==> config.mk <==
export PLATFORM = sky130hd
export DESIGN_NAME = cmp_sar_search
export DESIGN_NICKNAME = d
export VERILOG_FILES = /design/src/rtl/cmp_sar_search.sv
export SDC_FILE = /design/constraint.sdc
export NUM_CORES = 1
export LEC_CHECK = 0
export BUFFER_PORTS_ARGS = -buffer_cell sky130_fd_sc_hd__buf_4
export CAP_MARGIN = 0
export CORE_UTILIZATION = 55
export DETAILED_ROUTE_END_ITERATION = 6
export GPL_ROUTABILITY_DRIVEN = 0
export PLACE_DENSITY = 0.89
export SYNTH_ARGS = -nofsm -noshare
export SYNTH_HDL_FRONTEND = slang
export SYNTH_SLANG_ARGS = --single-unit
==> constraint.sdc <==
create_clock -name clk -period 2.7 [get_ports clk]
set_input_delay 0.405 -clock clk [delete_from_list [all_inputs] [get_ports clk]]
set_output_delay 0.405 -clock clk [all_outputs]
set_load 0.05 [all_outputs]
==> src/rtl/cmp_sar_search.sv <==
// Successive-approximation search engine driving the probe operand of an
// external eq/gt/lt magnitude comparator to recover the value on its other side.
module cmp_sar_search #(
    parameter int WIDTH = 8
) (
    input  logic             clk,
    input  logic             rst_n,
    input  logic             start,
    input  logic             abort,
    output logic [WIDTH-1:0] probe,
    output logic             probe_valid,
    input  logic             cmp_eq,
    input  logic             cmp_gt,
    input  logic             cmp_lt,
    output logic             busy,
    output logic             done,
    output logic             found,
    output logic             err,
    output logic [WIDTH-1:0] result
);

    localparam int KW = $clog2(WIDTH);
    localparam logic [WIDTH-1:0] ONE = WIDTH'(1);

    typedef enum logic [1:0] {
        IDLE,
        PROBE,
        VERIFY,
        DONE
    } state_t;

    state_t           state;
    state_t           state_n;
    logic [WIDTH-1:0] acc;
    logic [WIDTH-1:0] acc_n;
    logic [KW-1:0]    k;
    logic             legal;

    assign legal = (cmp_eq & ~cmp_gt & ~cmp_lt) |
                   (~cmp_eq & cmp_gt & ~cmp_lt) |
                   (~cmp_eq & ~cmp_gt & cmp_lt);

    // probe below target: the trial bit is kept in the accumulator
    assign acc_n = cmp_lt ? probe : acc;

    always_ff @(posedge clk or negedge rst_n) begin
        if (!rst_n) begin
            state <= IDLE;
        end else begin
            state <= state_n;
        end
    end

    always_comb begin
        state_n = state;
        unique case (state)
            IDLE: begin
                if (start) begin
                    state_n = PROBE;
                end
            end
            PROBE: begin
                if (abort || !legal || cmp_eq) begin
                    state_n = DONE;
                end else if (k == '0) begin
                    state_n = VERIFY;
                end
            end
            VERIFY: state_n = DONE;
            DONE:   state_n = IDLE;
            default: state_n = IDLE;
        endcase
    end

    always_comb begin
        busy        = (state == PROBE) || (state == VERIFY);
        probe_valid = busy;
        done        = (state == DONE);
    end

    always_ff @(posedge clk or negedge rst_n) begin
        if (!rst_n) begin
            probe  <= '0;
            acc    <= '0;
            k      <= '0;
            result <= '0;
            found  <= 1'b0;
            err    <= 1'b0;
        end else begin
            unique case (state)
                IDLE: begin
                    if (start) begin
                        acc    <= '0;
                        k      <= KW'(WIDTH - 1);
                        probe  <= ONE << (WIDTH - 1);
                        result <= '0;
                        found  <= 1'b0;
                        err    <= 1'b0;
                    end
                end
                PROBE: begin
                    if (abort) begin
                        err    <= 1'b1;
                        found  <= 1'b0;
                        result <= acc;
                    end else if (!legal) begin
                        err <= 1'b1;
                    end else if (cmp_eq) begin
                        result <= probe;
                        found  <= 1'b1;
                    end else begin
                        acc <= acc_n;
                        if (k == '0) begin
                            probe <= acc_n;
                        end else begin
                            k     <= k - 1'b1;
                            probe <= acc_n | (ONE << (k - 1'b1));
                        end
                    end
                end
                VERIFY: begin
                    result <= acc;
                    if (abort) begin
                        err   <= 1'b1;
                        found <= 1'b0;
                    end else if (!legal) begin
                        err <= 1'b1;
                    end else if (cmp_eq) begin
                        found <= 1'b1;
                    end
                end
                DONE: ;
                default: ;
            endcase
        end
    end

endmodule

==> results_dict.tcl, run 1 <==
set metrics [dict create \
    vias_per_cell 6.16 \
    grt_pass1_wl_um 7070 \
    clkLatencyLatePin_ns 0.35 \
    synth_fp_nets 190 \
    ios 28 \
    grt_pass1_vias 1485 \
    avgRoutedWirePerCell_um 16.6 \
    crit_start "state[1]" \
    syn_avg_cell_area_um2 10.2 \
    syn_area_mm2 0.00178 \
    status "completed" \
    yosysWarnings 0 \
    start_kind "register" \
    p_total_uw 2370 \
    cts_root_buffer "clkbuf_4" \
    setup_viol 0 \
    peakVddDrop_mv 0.915 \
    antenna_found_initial 0 \
    hp-start "abort" \
    place_area_mm2 0.00198 \
    clk_pin_slew_worst_paths_ns 0.10 \
    cts.sinks 31 \
    core_mm2 0.00305 \
    cp-end-kind "register" \
    maxCapViolations 0 \
    drtPass1Iterations 4 \
    layout-drive-gt1-share_pct 21.4 \
    tns_ns 0 \
    cts_buffer_depth 2 \
    ant_nets 0 \
    finClkSkew_ns 0.00581 \
    combinationalPowerShare_pct 55.6 \
    post-route-min-period_ns 2.26 \
    power-per-cell-area_mw_per_mm2 1140 \
    area_delta_synth_final_pct 17.1 \
    rsz0062_at_grt "false" \
    mostFrequentLayoutCells "dfrtp_1 (31), buf_4 (28), a22o_1 (15)" \
    ctsHtreeMaxLevel 2 \
    arrival_ns 2.51 \
    rows 20 \
    post_cts_buffers 0 \
    p_clk_share_pct 16.5 \
    routed-via-count 1508 \
    switching_share_pct 49.3 \
    post-route-drc-count 0 \
    grt_overflow_total 0 \
    slew_violations 0 \
    ys_types 41 \
    antenna_cells 0 \
    ys_seq_area_share_pct 43.7 \
    final_nets 216 \
    hold_viol_final 0 \
    dieArea_mm2 0.00346 \
    relSlewSlack_pct 35.9 \
    synthCells 174 \
    worstHoldPathType "in -> reg" \
    hold_path_depth 4 \
    netSwitchingPower_uw 1170 \
    p_int_uw 1200 \
    dpl.hpwl_um 2890 \
    p_seq_share_pct 27.9 \
    final_common_cell "dfrtp_1" \
    grt_use_total_pct 27.7 \
    max_freq_ghz 0.442 \
    rr_worst_depth 7 \
    r2r-start "state[1]" \
    cts_made_buffers 5 \
    die_w_um 58.8 \
    synth-seq-cells 31 \
    drt_iter0_drc 84 \
    grt_max_degree 32 \
    cts_tree "built" \
    cp_max_fo 19 \
    p_leak_uw 0.000969 \
    crit_type "reg -> reg" \
    wl_um 4060 \
    final.period_utilization_pct 83.8 \
    initial_utilization_pct 58.2 \
    fp.dieH_um 58.8 \
    crit_required_ns 2.95 \
    port_buffers 27 \
    tightestPinTransition_ns 0.960 \
    design_area_mm2 0.00208 \
]
## area by class of cell
| cell class | instances | area (µm²) |
|---|---|---|
| clock inverters | 2 | 35.0 |
| well taps | 44 | 55.1 |
| clock buffers | 6 | 51.3 |
| repair buffers | 29 | 220 |
| flip-flops and latches | 31 | 776 |
| inverters | 10 | 37.5 |
| fillers | 238 | 975 |
| multi-input cells | 123 | 903 |
## stage by stage
stage / utilization [%] / worst slack, ns / hold slack, ns / instances
4_1_cts: 68.1 / 0.444 / 0.408 / 245
3_3_place_gp: 64.9 / 0.609 / 0.349 / 236
6_report: 68.1 / 0.437 / 0.425 / 245
2_1_floorplan: - / 0.694 / 0.109 / 174
5_1_grt: 68.1 / 0.241 / 0.426 / 245
3_5_place_dp: 64.9 / 0.464 / 0.358 / 236
## power groups by stage
stage               sequential [µW]  combinational (µW)  clock, µW
floorplan                       857                 817          0
global placement                661                1260          0
detailed placement              671                1300          0
CTS                             661                1310        396
global route                    683                1420        416
finish                          663                1320        391
## worst max-delay path: stages (launching register included)
cell and delay (ns):
dfrtp_1 0.43, inv_1 0.09, ha_1 0.17, buf_4 0.22, inv_1 0.07, o311ai_2 0.82, nor2_1 0.14, a22o_1 0.21
## sequential cells by signal (all words and copies together), names as in the netlist
name	cells
acc	8
probe	8
result	8
k	3
state	2
err	1
found	1
## synthesized netlist by cell type, drive strengths merged
master	number	area share [%]
nand2	5	1.1
o2bb2ai	3	1.5
or3b	2	1.1
o211ai	4	1.7
o311ai	1	0.92
o21a	3	1.3
a32oi	3	1.5
buf	5	2.3
ha	9	6.3
mux2	3	1.9
a31o	1	0.49
a21o	3	1.3
nor4b	1	0.49
nor2b	3	1.1
o31ai	3	1.3
a22o	15	7.4
a21oi	7	2.0
a41oi	1	0.49
nor4	1	0.35
a31oi	4	1.4
nor2	14	3.0
and2	2	0.70
nand2b	4	1.4
xor2	1	0.49
nor3b	2	0.85
or3	2	0.70
inv	10	2.1
a21boi	2	0.85
and3	1	0.35
nand3b	1	0.42
nor3	2	0.56
a22oi	10	4.2
dfrtp	31	44
a32o	3	1.7
xnor2	1	0.49
clkbuf	5	1.1
o21ai	6	1.7
## what timing repair did
| item | CTS | global route |
|---|---|---|
| hold buffers | 1 | 0 |
| gates resized for setup | 0 | 0 |
| hold endpoints to repair | 31 | 0 |
## metal layers
layer	part of all wire [%]	track usage, %	up-vias	routed length, µm
met5	0	0	-	0
met4	1.8	12.2	0	73
met3	6.8	7.25	9	278
met2	49	43.0	65	1970
met1	43	36.4	728	1730
li1	-	-	706	-
## logic make-up after synthesis
family / Yosys count / share of synthesized area (%)
buffers and inverters: 20 / 5.43
AO/OA/AOI/OAI: 69 / 29.6
multiplexers: 3 / 1.90
AND/OR/NAND/NOR: 40 / 12.1
adder cells (fa/ha/maj): 9 / 6.34
flip-flops: 31 / 43.7
XOR/XNOR: 2 / 0.987
## worst paths after layout
path / slack [ns] / endpoint
worst max register to register: 0.44 / result[5]
worst min-delay path: 0.42 / found
worst max-delay path: 0.44 / result[5]
min in group asynchronous: 0.52 / result[0]
max in group asynchronous: 1.89 / state[1]
worst min register to register: 0.51 / result[5]
Power figures use the tool's default switching activity.
==> run 2: changes to the inputs <==
--- a/config.mk
+++ b/config.mk
@@ -7,10 +7,10 @@
 export LEC_CHECK = 0
 export BUFFER_PORTS_ARGS = -buffer_cell sky130_fd_sc_hd__buf_4
 export CAP_MARGIN = 0
-export CORE_UTILIZATION = 55
+export CORE_UTILIZATION = 50
 export DETAILED_ROUTE_END_ITERATION = 6
 export GPL_ROUTABILITY_DRIVEN = 0
-export PLACE_DENSITY = 0.89
+export PLACE_DENSITY = 0.86
 export SYNTH_ARGS = -nofsm -noshare
 export SYNTH_HDL_FRONTEND = slang
 export SYNTH_SLANG_ARGS = --single-unit
==> constraint.sdc (replaced) <==
create_clock -name clk -period 1.8 [get_ports clk]
set_input_delay 0.27 -clock clk [delete_from_list [all_inputs] [get_ports clk]]
set_output_delay 0.27 -clock clk [all_outputs]
set_load 0.05 [all_outputs]
==> run 2 against run 1 <==
Against the previous run: critical path type unchanged; wire length increased by 12%; the flow now finishes with violations (negative setup slack); non-clock buffer count is 29 higher; cell count up 13%.
==> results_dict.tcl, run 2 (same netlist as run 1, synthesis figures left out) <==
set metrics [dict create \
    start_kind "register" \
    antenna_found_initial 0 \
    initial_utilization_pct 52.8 \
    ios 28 \
    fp.dieH_um 61.6 \
    routed.top_layer "met4" \
    routed-via-count 1656 \
    p_clk_share_pct 13.3 \
    crit_start "state[1]" \
    maxCapViolations 0 \
    ctsHtreeMaxLevel 2 \
    area_delta_synth_final_pct 36.3 \
    core_mm2 0.00336 \
    p_leak_uw 0.00113 \
    grt_pass1_vias 1526 \
    cp-end-kind "register" \
    cts_root_buffer "clkbuf_4" \
    crit_required_ns 2.04 \
    setup_viol 19 \
    finClkSkew_ns 0.00305 \
    r2r-start "state[1]" \
    worstHoldPathType "in -> reg" \
    dp.cells 264 \
    grt_use_total_pct 26.1 \
    post-route-drc-count 0 \
    post-route-util_pct 71.9 \
    ant_nets 0 \
    final_nets 245 \
    rows 21 \
    cts_made_buffers 5 \
    tightestPinTransition_ns 0.582 \
    hold_viol_final 0 \
    grt_pass1_wl_um 7180 \
    fin_ws_ns -0.151 \
    clk_pin_slew_worst_paths_ns 0.11 \
    cts.sinks 31 \
    wl_met2_um 2160 \
    drt_iter0_drc 117 \
    peakVddDrop_mv 1.42 \
    hp-start "cmp_lt" \
    grt_max_degree 32 \
    grt_overflow_total 0 \
    antenna_cells 0 \
    combinationalPowerShare_pct 63.9 \
    crit_type "reg -> reg" \
    power-per-cell-area_mw_per_mm2 1770 \
    rsz0062_at_grt "true" \
    wl_met3_um 248 \
    relSlewSlack_pct 60.9 \
    drtPass1Iterations 4 \
    port_buffers 27 \
    avgRoutedWirePerCell_um 16.5 \
    slew_violations 0 \
    met1Wirelength_um 2060 \
    cts_tree "built" \
    wl_um 4540 \
    mostFrequentLayoutCells "buf_4 (53), dfrtp_1 (31), a22o_1 (15)" \
    layout-drive-gt1-share_pct 37.8 \
    final_common_cell "buf_4" \
    cts_buffer_depth 2 \
    p_seq_share_pct 22.9 \
    violations "negative setup slack" \
    reg.largest.list "acc: 8 flops, probe: 8 flops, result: 8 flops" \
    dieArea_mm2 0.00379 \
    arrival_ns 2.19 \
    cp_max_fo 8 \
    n_fill_cell 245 \
    vias_per_cell 6.00 \
    max_freq_ghz 0.513 \
    p_int_uw 2310 \
    clkLatencyLatePin_ns 0.34 \
    die_w_um 61.6 \
    switching_share_pct 46.2 \
    status "complete, but fails checks" \
    final.period_utilization_pct 108 \
    netSwitchingPower_uw 1980 \
    dpl.hpwl_um 3040 \
    r2r_setup_slack_ns -0.15 \
    instances_no_fill 276 \
    post-route-min-period_ns 1.95 \
]
## run 2: timing repair
| item | 4_1_cts | 5_1_grt |
|---|---|---|
| hold buffers | 1 | 0 |
| endpoints found under the hold margin | 31 | 0 |
| resized for setup | 22 | 3 |
| setup endpoints to repair | 19 | 31 |
| pin swaps | 8 | 7 |
| gates cloned | 0 | 0 |
| setup buffers | 2 | 1 |
## run 2: power by group through the flow
stage	sequential [µW]	clock, µW	combinational, µW
5_1_grt	998	609	2920
6_report	982	570	2740
3_5_place_dp	976	0	2370
2_1_floorplan	1280	0	1260
3_3_place_gp	972	0	2320
4_1_cts	970	572	2650
## run 2: worst paths after layout
path	cells after the start	endpoint
worst max-delay path	6	acc[7]
worst min-delay path	3	probe[7]
worst max register to register	6	acc[7]
worst min register to register	1	result[6]
max in group asynchronous	2	k[0]
min in group asynchronous	2	probe[0]
## run 2: area by class of cell
type | instances | area, µm² | share of cell area [%]
multi-input combinational | 123 | 998 | 41.3
clock buffer | 5 | 37.5 | 1.55
clock inverter | 3 | 43.8 | 1.81
inverter | 10 | 37.5 | 1.55
sequential | 31 | 776 | 32.1
tap | 46 | 57.6 | 2.38
timing repair buffer | 58 | 469 | 19.4
## run 2: layer usage
layer  vias to the layer above  track usage [%]
met4                         0             11.1
met1                       803             35.4
met2                        70             41.2
met5                         -                0
met3                        12             4.41
li1                        771                -
## run 2: metrics by stage
step / hold WS, ns / cell area [µm²] / TNS [ns] / setup WS [ns] / total power (µW)
finish: 0.326 / 2420 / -1.57 / -0.151 / 4290
global route: 0.333 / 2420 / -2.98 / -0.178 / 4530
CTS: 0.316 / 2400 / -1.35 / -0.171 / 4190
detailed placement: 0.223 / 2200 / -2.76 / -0.328 / 3340
global placement: 0.220 / 2200 / -1.97 / -0.225 / 3290
floorplan: -0.0256 / 1790 / -1.56 / -0.167 / 2540
## run 2: worst max-delay path, stage by stage, from the launching register on
cell and delay, ns:
dfrtp_1 0.41, inv_2 0.09, ha_4 0.12, or3b_4 0.38
o21a_4 0.22, or3_4 0.38, a32o_1 0.23
